## config.mk

```make
export PLATFORM = sky130hd
export DESIGN_NAME = register_writeback
export DESIGN_NICKNAME = d
export VERILOG_FILES = /design/src/rtl/register_writeback.sv
export SDC_FILE = /design/constraint.sdc
export NUM_CORES = 1
export LEC_CHECK = 0
export BUFFER_PORTS_ARGS = -buffer_cell sky130_fd_sc_hd__buf_2
export CAP_MARGIN = 40
export CORE_ASPECT_RATIO = 1.5
export CORE_MARGIN = 2
export CORE_UTILIZATION = 35
export DETAILED_ROUTE_END_ITERATION = 6
export PLACE_DENSITY = 0.66
export SLEW_MARGIN = 20
export SYNTH_ARGS = -nofsm -noshare
export SYNTH_HDL_FRONTEND = slang
export SYNTH_SLANG_ARGS = --single-unit
```

## constraint.sdc

```tcl
create_clock -name clk -period 4.05 [get_ports clk]
set_clock_uncertainty 0.1 [all_clocks]
set_input_delay 0.2025 -clock clk [delete_from_list [all_inputs] [get_ports clk]]
set_output_delay 0.2025 -clock clk [all_outputs]
set_load 0.03 [all_outputs]
```

## src/rtl/register_writeback.sv

```systemverilog
// register_writeback
// Writer-side front end for the general register file. Result traffic from
// the ALU and the load unit is arbitrated onto the file's single write port.
// The ALU normally has priority. A load that is stalled for STARVE_LIMIT
// consecutive cycles is forced through. A pending-write scoreboard tells the
// issue stage which registers still have an outstanding producer.
//
// Ports:
//   clk, rst                   clock (rising edge), synchronous active-high reset
//   alu_valid/ready/dest/data  ALU result channel (valid/ready handshake)
//   ld_valid/ready/dest/data   load result channel (valid/ready handshake)
//   alloc_en, alloc_dest       issue stage reserves a destination register
//   pending                    one bit per register, 1 = outstanding write
//   err_realloc                one-cycle pulse: alloc hit an already-pending register
//   reg_write_en/dest/data     register file write port, one cycle after accept
//
// Optional feature, macro WB_STATS_EN:
//   adds wb_write_cnt (cycles with reg_write_en=1) and wb_stall_cnt (cycles
//   with an offered but refused result). Both are 16-bit, wrap, and are
//   cleared by rst.

module register_writeback #(
    parameter int STARVE_LIMIT = 4,
    parameter int DATA_W       = 16,
    parameter int ADDR_W       = 3
) (
    input  logic                 clk,
    input  logic                 rst,
    input  logic                 alu_valid,
    output logic                 alu_ready,
    input  logic [ADDR_W-1:0]    alu_dest,
    input  logic [DATA_W-1:0]    alu_data,
    input  logic                 ld_valid,
    output logic                 ld_ready,
    input  logic [ADDR_W-1:0]    ld_dest,
    input  logic [DATA_W-1:0]    ld_data,
    input  logic                 alloc_en,
    input  logic [ADDR_W-1:0]    alloc_dest,
    output logic [(1<<ADDR_W)-1:0] pending,
    output logic                 err_realloc,
    output logic                 reg_write_en,
    output logic [ADDR_W-1:0]    reg_write_dest,
    output logic [DATA_W-1:0]    reg_write_data
`ifdef WB_STATS_EN
    ,
    output logic [15:0]          wb_write_cnt,
    output logic [15:0]          wb_stall_cnt
`endif
);

    localparam int NREG = 1 << ADDR_W;
    localparam logic [3:0] LIMIT = 4'(STARVE_LIMIT);

    logic                starve_q, starve_unused;
    logic [3:0]          starveCnt_q, starveCnt_d;
    logic                writeEn_q, writeEn_d;
    logic [ADDR_W-1:0]   writeDest_q, writeDest_d;
    logic [DATA_W-1:0]   writeData_q, writeData_d;
    logic [NREG-1:0]     pending_q, pending_d;
    logic                errRealloc_q, errRealloc_d;

    logic                forceLoad;
    logic                aluAccept;
    logic                ldAccept;
    logic [NREG-1:0]     clearMask;

    assign starve_q      = 1'b0;
    assign starve_unused = starve_q;

    // The load channel wins outright once it has waited STARVE_LIMIT cycles.
    // Neither ready looks at its own channel's valid, and the two accepts are
    // mutually exclusive by construction.
    assign forceLoad = (starveCnt_q == LIMIT);
    assign alu_ready = !rst && !forceLoad;
    assign ld_ready  = !rst && (forceLoad || !alu_valid);
    assign aluAccept = alu_valid && alu_ready;
    assign ldAccept  = ld_valid && ld_ready;

    // Next-state for the write port, starve counter and scoreboard.
    // A scoreboard bit is cleared by the accepted transfer at the accept edge,
    // and a same-edge alloc of that register sets it again (new producer wins).
    always_comb begin
        writeEn_d    = aluAccept || ldAccept;
        writeDest_d  = writeDest_q;
        writeData_d  = writeData_q;
        clearMask    = '0;
        if (aluAccept) begin
            writeDest_d          = alu_dest;
            writeData_d          = alu_data;
            clearMask[alu_dest]  = 1'b1;
        end else if (ldAccept) begin
            writeDest_d          = ld_dest;
            writeData_d          = ld_data;
            clearMask[ld_dest]   = 1'b1;
        end

        starveCnt_d = starveCnt_q;
        if (ldAccept) begin
            starveCnt_d = '0;
        end else if (ld_valid && (starveCnt_q != LIMIT)) begin
            starveCnt_d = starveCnt_q + 4'd1;
        end

        errRealloc_d = alloc_en && pending_q[alloc_dest] && !clearMask[alloc_dest];
        pending_d    = pending_q & ~clearMask;
        if (alloc_en) begin
            pending_d[alloc_dest] = 1'b1;
        end
    end

    // State registers. Reset also drops an accepted-but-unwritten result.
    always_ff @(posedge clk) begin
        if (rst) begin
            writeEn_q    <= 1'b0;
            writeDest_q  <= '0;
            writeData_q  <= '0;
            pending_q    <= '0;
            errRealloc_q <= 1'b0;
            starveCnt_q  <= '0;
        end else begin
            writeEn_q    <= writeEn_d;
            writeDest_q  <= writeDest_d;
            writeData_q  <= writeData_d;
            pending_q    <= pending_d;
            errRealloc_q <= errRealloc_d;
            starveCnt_q  <= starveCnt_d;
        end
    end

    assign reg_write_en   = writeEn_q;
    assign reg_write_dest = writeDest_q;
    assign reg_write_data = writeData_q;
    assign pending        = pending_q;
    assign err_realloc    = errRealloc_q;

`ifdef WB_STATS_EN
    logic [15:0] writeCnt_q;
    logic [15:0] stallCnt_q;
    logic        stallNow;

    assign stallNow = (alu_valid && !alu_ready) || (ld_valid && !ld_ready);

    // Activity counters, free-running and wrapping modulo 2^16.
    always_ff @(posedge clk) begin
        if (rst) begin
            writeCnt_q <= '0;
            stallCnt_q <= '0;
        end else begin
            if (writeEn_q) begin
                writeCnt_q <= writeCnt_q + 16'd1;
            end
            if (stallNow) begin
                stallCnt_q <= stallCnt_q + 16'd1;
            end
        end
    end

    assign wb_write_cnt = writeCnt_q;
    assign wb_stall_cnt = stallCnt_q;
`endif

endmodule

```

==> results.yml <==
outcome:
  outcome: "finished clean"
global_routing:
  grt_use_met1_pct: 20.06
  grt_start_max_net_pins: 42
  grt_pass1_wl_um: 7997
  use_met2_pct: 29.88
  grt_pass1_vias: 1776
  use_met3_pct: 3.524
  top_usage_layer: "met2"
  grt_util_all_layers_pct: 17.14
  antenna_found_initial: 0
  grt_overflow: 0
timing:
  timing.final.ws_setup_ps: 2071
  max_freq_mhz: 505.2
  tns_ps: 0
  post-route-min-period_ps: 1979
  rsz0062_at_grt: "false"
  maxSlewHeadroom_pct: 50.03
  finalHoldViolCount: 0
  worstMarginPinSlew_ps: 749.6
  slew_viol_final: 0
  finalSetupViolCount: 0
  fin_crit_sh_pct: 48.88
  holdWs_ps: 94.22
final_layout:
  final_cell_mix: "76 x buf_2, 36 x nor2_1, 33 x dfxtp_1, 23 x mux2i_1, 21 x a211oi_1"
  fin_area_um2: 2347
  diodes: 0
  stdcell_count: 345
  final_nets: 324
  final_common_cell: "buf_2"
  final_util_pct: 46.16
  regArea_um2: 660.6
  fill_cells: 559
  syn2layout_area_growth_pct: 28.14
  drive_above_1_share_pct: 32.85
  multi_input_area_um2: 1060
worst_hold_path:
  hold_class: "input port to flop"
pwr:
  p_int_mw: 0.6047
  switching_share_pct: 28.74
  ir_drop_uv: 146.6
  pwr-share-clk_pct: 38.6
  cellLeakagePower_nw: 1.048
  seq_power_share_pct: 41.6
  power_density_nw_per_um2: 361.5
  p_comb_share_pct: 19.8
  power_mw: 0.8486
  switchingPower_mw: 0.2439
placement:
  dp.cells: 337
  globalplace.congestion: 0.8520
  dp_hpwl_um: 3429
  dp_slack_ps: 1859
  port_buffers: 76
  dpl_cell_area_um2: 2227
setup_path:
  reg2reg_from: "starveCnt_q[0]$_SDFFE_PP0P_"
  critPathCaptureType: "output pin"
  critPathArrivalTime_ps: 1680
  crit_type: "flop to output pin"
  r2r_end: "err_realloc$_SDFF_PP0_"
  critPathLaunch: "starveCnt_q[0]$_SDFFE_PP0P_"
  crit_path_max_fanout: 10
  r2r_cells: 7
  start_kind: "flop"
  worstSetupEndpoint: "ld_ready"
  crit_required_ps: 3750
  r2r_slack_ps: 2090
yosys:
  synth_compound_area_share_pct: 22.34
  ys_ff_latch: 33
  syn_inst: 209
  synth_largest_area_cell: "dfxtp_1"
  ys_seq_area_share_pct: 36.07
  syn_area_um2: 1832
  synthesis.nets: 257
  yosys.area_share.simple_pct: 21.58
  synthMuxAreaShare_pct: 12.57
  synth_fa_ha_area_share_pct: 1.366
  syn_avg_cell_area_um2: 8.764
  synth_top_family_by_area: "compound AO/OA/AOI/OAI gates"
  synth_area_leaders: "dfxtp_1 36%, mux2i_1 13%, a211oi_1 8.6%"
  synth_edf_count: 0
  synth-xor-area-share_pct: 0
  async_flop_share_pct: 0
  synth_top_area_share_pct: 36.07
  yosysWarnings: 0
  synthFlopType: "dfxtp_1"
  synth_cell_types: 42
routing:
  wl_um: 4703
  ant_nets: 0
  wl_per_cell_um: 13.63
  drc: 0
  vias: 1826
  avgViaCountPerCell: 5.293
  drtIter0Drc: 92
  first_pass_iters: 4
clock_tree:
  post_cts_buffers: 0
  cts_inserted_buffers: 5
  clkTransAtPathRegs_ps: 70
  worst_skew_pair.late_latency_ps: 280
  cts_hold_buf: 0
  root_buffer: "clkbuf_8"
  clock-sinks: 33
  htree_levels: 2
  cts_tree: "yes"
  cts.path.max_buffers: 2
  cts_resized: 0
die:
  die_x_um: 63.07
  initial_utilization_pct: 36.02
  coreArea_um2: 5085
  fp-row-count: 32
  die_h_um: 92.60
  pin_count: 77
  dieArea_um2: 5840
run:
  max-cap-violations: 0
[how the worst min path moves through the flow]
stage	start	endpoint	slack (ps)	cells past startpoint
6_report	alu_data[11]	reg_write_data[11]$_SDFFE_PP0P_	90	3
2_1_floorplan	alloc_en	pending[7]$_SDFF_PP0_	250	2
4_1_cts	alu_data[7]	reg_write_data[7]$_SDFFE_PP0P_	90	3
5_1_grt	alu_data[12]	reg_write_data[12]$_SDFFE_PP0P_	90	3
3_3_place_gp	pending[3]$_SDFF_PP0_	pending[3]$_SDFF_PP0_	360	2
3_5_place_dp	pending[3]$_SDFF_PP0_	pending[3]$_SDFF_PP0_	370	2
[flip-flops by register name, summed over array words and instances (netlist names)]
| signal | count |
|---|---|
| err_realloc | 1 |
| pending | 8 |
| reg_write_data | 16 |
| reg_write_dest | 3 |
| reg_write_en | 1 |
| starveCnt_q | 4 |
[power groups by stage]
stage / clock network, mW / registers [mW] / logic (mW)
after CTS: 0.336 / 0.353 / 0.169
after global routing: 0.355 / 0.356 / 0.185
final: 0.328 / 0.353 / 0.168
after floorplan: 0 / 0.396 / 0.0770
after global placement: 0 / 0.360 / 0.166
after detailed placement: 0 / 0.360 / 0.169
[area by class of cell]
cell class | count | share of cell area [%]
Clock buffer | 6 | 3.518
Sequential cell | 33 | 28.15
Tap cell | 68 | 3.625
Multi-Input combinational cell | 152 | 45.15
Timing Repair Buffer | 77 | 16.84
Clock inverter | 2 | 1.599
Inverter | 7 | 1.119
[Yosys cell counts, types with 2 or more instances]
| master | n |
|---|---|
| a2111oi_2 | 2 |
| a211oi_1 | 21 |
| a21oi_1 | 6 |
| a22oi_1 | 3 |
| a32oi_1 | 4 |
| and2_1 | 2 |
| and4_1 | 2 |
| buf_2 | 8 |
| buf_4 | 3 |
| clkbuf_1 | 5 |
| dfxtp_1 | 33 |
| ha_1 | 2 |
| inv_1 | 7 |
| mux2i_1 | 23 |
| nand2_1 | 8 |
| nand2b_1 | 2 |
| nand3_1 | 5 |
| nand3b_1 | 2 |
| nand4_1 | 4 |
| nand4b_1 | 2 |
| nor2_1 | 36 |
| nor2b_1 | 4 |
| nor3_1 | 2 |
| o2111ai_1 | 3 |
| o211ai_1 | 3 |
[logic make-up after synthesis]
family / count (synthesis)
DFF: 33
muxes: 23
and+or+nand+nor: 76
buffers and inverters: 24
AOI/OAI and AO/OA: 51
adders and majority gates: 2
[routing by layer]
layer	vias to the layer above	part of all wire, %
li1	910	-
met1	846	42
met2	63	51
met3	7	4.9
met4	0	2.0
met5	-	0
[critical path, cell delays in order (launching register included)]
cell and delay (ps):
dfxtp_1 370, inv_1 70, ha_1 240, nand3b_4 160, and2_1 290, nor2_1 60, buf_2 200
Power figures use the tool's default switching activity.
